==> src/rtl/osc_mod_if.sv <==
// Sample-set handshake between the oscillator bank and the modulation engine.
// sat_flag exists only when MIX_SAT_EN is defined.
interface osc_mod_if #(
  parameter int M = 12,
  parameter int O = 16,
  parameter int N = 2
);
  logic [N*M-1:0] osc_in;
  logic [1:0]     mod_sel;
  logic           in_valid;
  logic           in_ready;
  logic [O-1:0]   out_data;
  logic           out_valid;
`ifdef MIX_SAT_EN
  logic           sat_flag;
`endif

  // A sample set transfers on a rising edge where in_valid && in_ready; the
  // result is qualified by a one-cycle out_valid pulse (no backpressure).
  modport master (
    output osc_in, mod_sel, in_valid,
`ifdef MIX_SAT_EN
    input  sat_flag,
`endif
    input  in_ready, out_data, out_valid
  );

  modport slave (
    input  osc_in, mod_sel, in_valid,
`ifdef MIX_SAT_EN
    output sat_flag,
`endif
    output in_ready, out_data, out_valid
  );
endinterface

==> src/rtl/osc_mod_engine.sv <==
// N-channel oscillator modulator: SUM / AM / XOR / ADIF on a small sequential datapath.
// Optional MIX_SAT_EN: SUM clamps to 2^M-1 and drives a sticky sat_flag.
module osc_mod_engine #(
  parameter int M = 12,
  parameter int O = 16,
  parameter int N = 2
) (
  input  logic       clk,
  input  logic       rst_n,
  osc_mod_if.slave   bus,
  output logic [1:0] dbgState
);
  localparam int AW = M + $clog2(N);
  localparam int PW = 2 * M;
  localparam int CW = $clog2(((N > M) ? N : M) + 1);

  localparam logic [1:0] MODE_SUM  = 2'b00;
  localparam logic [1:0] MODE_AM   = 2'b01;
  localparam logic [1:0] MODE_XOR  = 2'b10;

  typedef enum logic [1:0] {IDLE = 2'd0, RUN = 2'd1, DONE = 2'd2} stateT;

  stateT          state;
  logic           inReady;
  logic           outValid;
  logic [O-1:0]   outData;
  logic [N*M-1:0] oscLat;
  logic [1:0]     modeLat;
  logic [PW-1:0]  acc;
  logic [PW-1:0]  mcand;
  logic [CW-1:0]  cnt;
`ifdef MIX_SAT_EN
  logic           satFlag;
`endif

  logic [AW-1:0]  sumNext;
  logic           sumOver;
  logic [M-1:0]   sumRes;
  logic [PW-1:0]  amNext;
  logic [M-1:0]   xorRes;
  logic [M-1:0]   adifRes;
  logic [O-1:0]   result;

  assign sumNext = acc[AW-1:0] + AW'(oscLat[M-1:0]);
  assign sumOver = |sumNext[AW-1:M];
`ifdef MIX_SAT_EN
  assign sumRes  = sumOver ? {M{1'b1}} : sumNext[M-1:0];
`else
  assign sumRes  = sumNext[M-1:0];
`endif
  // Multiplier bits are consumed LSB first from the ch1 slot as oscLat shifts right.
  assign amNext  = oscLat[M] ? (acc + mcand) : acc;
  assign adifRes = (oscLat[M-1:0] >= oscLat[2*M-1:M]) ? (oscLat[M-1:0] - oscLat[2*M-1:M])
                                                       : (oscLat[2*M-1:M] - oscLat[M-1:0]);

  always_comb begin
    xorRes = '0;
    for (int i = 0; i < N; i++) xorRes = xorRes ^ oscLat[i*M +: M];
  end

  always_comb begin
    result = '0;
    case (modeLat)
      MODE_SUM: result = {sumRes, {(O-M){1'b0}}};
      MODE_AM:  result = amNext[PW-1 -: O];
      MODE_XOR: result = {xorRes, {(O-M){1'b0}}};
      default:  result = {adifRes, {(O-M){1'b0}}};
    endcase
  end

  function automatic logic [CW-1:0] stepCount(input logic [1:0] mode);
    case (mode)
      MODE_SUM: return CW'(N);
      MODE_AM:  return CW'(M);
      default:  return CW'(1);
    endcase
  endfunction

  always_ff @(posedge clk or negedge rst_n) begin
    if (!rst_n) begin
      state    <= IDLE;
      inReady  <= 1'b1;
      outValid <= 1'b0;
      outData  <= '0;
      oscLat   <= '0;
      modeLat  <= '0;
      acc      <= '0;
      mcand    <= '0;
      cnt      <= '0;
`ifdef MIX_SAT_EN
      satFlag  <= 1'b0;
`endif
    end else begin
      outValid <= 1'b0;
      case (state)
        IDLE, DONE: begin
          if (bus.in_valid) begin
            oscLat  <= bus.osc_in;
            modeLat <= bus.mod_sel;
            acc     <= '0;
            mcand   <= PW'(bus.osc_in[M-1:0]);
            cnt     <= stepCount(bus.mod_sel);
            inReady <= 1'b0;
            state   <= RUN;
          end else begin
            state   <= IDLE;
          end
        end
        RUN: begin
          case (modeLat)
            MODE_SUM: begin
              acc    <= PW'(sumNext);
              oscLat <= oscLat >> M;
            end
            MODE_AM: begin
              acc    <= amNext;
              mcand  <= mcand << 1;
              oscLat <= oscLat >> 1;
            end
            default: ;
          endcase
          cnt <= cnt - 1'b1;
          if (cnt == CW'(1)) begin
            outData  <= result;
            outValid <= 1'b1;
            inReady  <= 1'b1;
            state    <= DONE;
`ifdef MIX_SAT_EN
            if (modeLat == MODE_SUM && sumOver) satFlag <= 1'b1;
`endif
          end
        end
        default: begin
          inReady <= 1'b1;
          state   <= IDLE;
        end
      endcase
    end
  end

  assign bus.in_ready  = inReady;
  assign bus.out_valid = outValid;
  assign bus.out_data  = outData;
`ifdef MIX_SAT_EN
  assign bus.sat_flag  = satFlag;
`endif
  assign dbgState      = state;
endmodule

==> src/flat_wrapper.sv <==
// flat-port wrapper written by rule: the top's interface ports become plain ports
module osc_mod_engine_flat 
#(
  parameter int M = 12,
  parameter int O = 16,
  parameter int N = 2
)
  (clk, rst_n, dbgState, bus_osc_in, bus_mod_sel, bus_in_valid, bus_in_ready, bus_out_data, bus_out_valid);
  osc_mod_if #(.M(M), .O(O), .N(N)) bus_i ();
  input  logic clk;
  input  logic rst_n;
  output logic [1:0] dbgState;
  input wire logic [$bits(bus_i.osc_in)-1:0] bus_osc_in;
  input wire logic [$bits(bus_i.mod_sel)-1:0] bus_mod_sel;
  input wire logic [$bits(bus_i.in_valid)-1:0] bus_in_valid;
  output wire logic [$bits(bus_i.in_ready)-1:0] bus_in_ready;
  output wire logic [$bits(bus_i.out_data)-1:0] bus_out_data;
  output wire logic [$bits(bus_i.out_valid)-1:0] bus_out_valid;
  assign bus_i.osc_in = bus_osc_in;
  assign bus_i.mod_sel = bus_mod_sel;
  assign bus_i.in_valid = bus_in_valid;
  assign bus_in_ready = bus_i.in_ready;
  assign bus_out_data = bus_i.out_data;
  assign bus_out_valid = bus_i.out_valid;
  osc_mod_engine #(.M(M), .O(O), .N(N)) u_core (.clk(clk), .rst_n(rst_n), .bus(bus_i), .dbgState(dbgState));
endmodule
==> config.mk <==
export PLATFORM = sky130hd
export DESIGN_NAME = osc_mod_engine_flat
export DESIGN_NICKNAME = d
export VERILOG_FILES = /design/src/rtl/osc_mod_if.sv /design/src/rtl/osc_mod_engine.sv /design/src/flat_wrapper.sv
export SDC_FILE = /design/constraint.sdc
export NUM_CORES = 1
export LEC_CHECK = 0
export CAP_MARGIN = 20
export CORE_MARGIN = 5
export CORE_UTILIZATION = 55
export CTS_BUF_LIST = sky130_fd_sc_hd__clkbuf_4
export CTS_CLUSTER_DIAMETER = 150
export CTS_CLUSTER_SIZE = 24
export DETAILED_ROUTE_END_ITERATION = 8
export PLACE_DENSITY_LB_ADDON = 0.3
export SYNTH_ARGS = -nofsm -noshare
export SYNTH_HDL_FRONTEND = slang
export SYNTH_SLANG_ARGS = --single-unit
==> constraint.sdc <==
create_clock -name clk -period 3.84 [get_ports clk]
set_clock_uncertainty 0.2 [all_clocks]
set_input_delay 0.96 -clock clk [delete_from_list [all_inputs] [get_ports clk]]
set_output_delay 0.96 -clock clk [all_outputs]
set_load 0.05 [all_outputs]
==> impl_metrics.json <==
{
  "crit_chain": "inv_1, ha_1, a21oi_1, nand3_1, a221o_1, a31o_1, buf_4, o311ai_0, mux2i_1, a21oi_1, a31oi_1",
  "drt_wl_total_microns": 21600,
  "slowest_stage": "dfrtp_1",
  "detail_route.drc_violations": 0,
  "core_region_area_sq_um": 13200,
  "crit_top_cell": "a21oi_1",
  "status": "finished clean",
  "critPathKind": "flop to flop",
  "ys_types": 65,
  "ys_warn_count": 0,
  "max_freq_mhz": 288,
  "grt_pass1_wl_microns": 35300,
  "cts_max_level": 3,
  "gp_congestion": 0.985,
  "synth.ff_latch_count": 98,
  "final_util_pct": 62.0,
  "cts_inserted_buffers": 9,
  "finalCritPeriodShare_pct": 90.3,
  "rr_worst_depth": 11,
  "row_count": 42,
  "grt_max_degree": 61,
  "fin_setup_tns_ns": 0,
  "multi_input_area_sq_um": 4610,
  "whs_ns": 0.214,
  "r2r-end": "u_core.bus.out_data[13]$_DFFE_PN0P_",
  "reg2reg_from": "u_core.oscLat[3]$_DFFE_PN0P_",
  "yosysTopAreaCellShare_pct": 32.7,
  "yosysSeqAreaShare_pct": 33.0,
  "rsz0062_at_grt": "false",
  "tightestPinTransition_ns": 0.834,
  "critPathMaxFanout": 16,
  "post_cts_buffers": 0,
  "ios": 49,
  "maxCapViolCount": 0,
  "numClockSinks": 98,
  "ant_nets": 0,
  "grt_util_met2_pct": 41.5,
  "synth_ff_type": "dfrtp_1",
  "synth_area_leaders": "dfrtp_1, ha_1, nand2_1",
  "min_period_ns": 3.47,
  "place_ws_ns": 0.478,
  "grt_pass1_vias": 6607,
  "endpoint_kind": "flop",
  "viasPerCell": 6.23,
  "busiest_layer": "met2",
  "use_met3_pct": 4.23,
  "area_growth_pct": 10.6,
  "netlist_area_sq_um": 7430,
  "layout_setup_ws_ns": 0.373,
  "fillCellCount": 1222,
  "r2r_slack_ns": 0.37,
  "crit_arrival_ns": 3.68,
  "cts-hold-fix-buffers": 0,
  "vias": 7027,
  "antenna_found_initial": 1,
  "port_buffers": 48,
  "finalSetupViolCount": 0,
  "first_pass_iters": 6,
  "path_buf_inv": 2,
  "synth_edf_count": 0,
  "avgSynthCellArea_sq_um": 8.08,
  "ctsResizeCount": 0,
  "layout.nets": 1039,
  "clkLatencyLatePin_ns": 0.50,
  "cpLargestDelayFamily": "compound AO/OA/AOI/OAI gates",
  "yosysTopAreaCell": "dfrtp_1",
  "die_area_sq_um": 15900,
  "cp_slowest_stage_delay_ns": 0.47,
  "place_hpwl_microns": 16300,
  "clk_path_buf_depth": 2,
  "fp.dieW_microns": 126,
  "slew_headroom_pct": 44.4,
  "cts_tree": "done",
  "root_buffer": "clkbuf_4",
  "syn_nets": 1012,
  "synthCells": 919,
  "grtUsageTotal_pct": 27.5,
  "grt_overflow": 0,
  "drive_gt1_share_pct": 6.73,
  "hold_path.class": "input port to async pin",
  "finalHoldViolCount": 0,
  "async_flop_share_pct": 100,
  "start_util_pct": 56.1,
  "path_clk_slew_ns": 0.18,
  "routedWlPerCell_microns": 19.1,
  "die_y_microns": 126,
  "report.final.slew_viol_count": 0,
  "startpoint_type": "flop",
  "seq_area_sq_um": 2450,
  "drt_iter0_markers": 779,
  "met1_usage_pct": 40.8,
  "worstPathRequired_ns": 4.06
}
==> cell usage after synthesis, drive strengths merged (12+ instances only) <==
cell type,n
clkbuf,47
a31oi,27
a21o,22
mux2i,18
dfrtp,97
ha,60
o21ai,82
xnor2,12
a21oi,90
nor2,75
nand3,28
nor3,17
a221oi,14
xor2,17
inv,38
nand2,133
nand2b,15
==> layer usage <==
metal / routed length (microns) / vias to the layer above
met2: 9560 / 305
met1: 9780 / 3333
met3: 1740 / 41
li1: - / 3348
met5: 0 / -
met4: 503 / 0
==> cell type report <==
type	instances	area share (%)
Clock buffer	9	0.822
Antenna cell	1	0.0305
Clock inverter	7	0.655
Multi-Input combinational cell	725	56.1
Inverter	39	1.78
Sequential cell	98	29.9
Tap cell	176	2.68
Timing Repair Buffer	73	8.10
==> registers in the layout (all words and copies together) (netlist names) <==
name,flops
u_core.cnt,4
u_core.mcand,24
u_core.dbgState,2
u_core.bus.out_data,16
u_core.acc,24
u_core.modeLat,2
u_core.bus.in_ready,1
u_core.bus.out_valid,1
u_core.oscLat,24
==> worst max-delay path by stage <==
stage | from | end | slack [ns] | cells after the start
after floorplan | u_core.oscLat[7]$_DFFE_PN0P_ | u_core.bus.out_data[14]$_DFFE_PN0P_ | 0.69 | 13
after global placement | u_core.oscLat[3]$_DFFE_PN0P_ | u_core.bus.out_data[9]$_DFFE_PN0P_ | 0.58 | 12
after detailed placement | u_core.oscLat[3]$_DFFE_PN0P_ | u_core.bus.out_data[13]$_DFFE_PN0P_ | 0.48 | 11
after CTS | u_core.oscLat[3]$_DFFE_PN0P_ | u_core.bus.out_data[13]$_DFFE_PN0P_ | 0.39 | 11
after global routing | u_core.oscLat[3]$_DFFE_PN0P_ | u_core.bus.out_data[13]$_DFFE_PN0P_ | 0.18 | 11
final | u_core.oscLat[3]$_DFFE_PN0P_ | u_core.bus.out_data[13]$_DFFE_PN0P_ | 0.37 | 11
==> placed cells by master, fill, tap and decap left out, types with 3 or more instances in the layout <==
| master | count |
|---|---|
| a21oi_1 | 90 |
| o21bai_1 | 3 |
| nor2_1 | 72 |
| a31o_2 | 3 |
| xnor2_1 | 12 |
| a22oi_1 | 9 |
| a221oi_1 | 14 |
| a22o_1 | 8 |
| a211o_1 | 3 |
| and3_1 | 5 |
| nand4_1 | 4 |
| clkbuf_4 | 9 |
| o211ai_1 | 6 |
| nand2_1 | 133 |
| xor2_1 | 17 |
| o31ai_1 | 7 |
| o21a_1 | 6 |
| a2111oi_0 | 3 |
| a21o_1 | 22 |
| nor2b_1 | 6 |
| nor3_1 | 17 |
| mux2_2 | 7 |
| fa_1 | 4 |
| mux2i_1 | 18 |
| dfrtp_1 | 97 |
| ha_1 | 60 |
| nand2b_1 | 14 |
| a31oi_1 | 27 |
| buf_4 | 26 |
| o21ai_0 | 81 |
| a311oi_1 | 4 |
| clkdlybuf4s50_1 | 47 |
| nand3_1 | 28 |
| a211oi_1 | 7 |
| inv_1 | 38 |
==> cells by family after synthesis <==
family / share of synthesized area (%)
xor+xnor: 3.42
fa+ha+maj: 11.2
flops: 33.0
compound gates: 26.4
buf+inv: 5.12
mux: 3.69
simple gates: 17.1
==> through the flow <==
step / instance area, sq um / instances
2_1_floorplan: 7430 / 919
3_3_place_gp: 8090 / 1111
3_5_place_dp: 8090 / 1111
4_1_cts: 8210 / 1127
5_1_grt: 8220 / 1128
6_report: 8220 / 1128
Power is left out: the tool's default activity adds up to more than one toggle a clock period on the data nets, which glitch-free logic cannot reach.
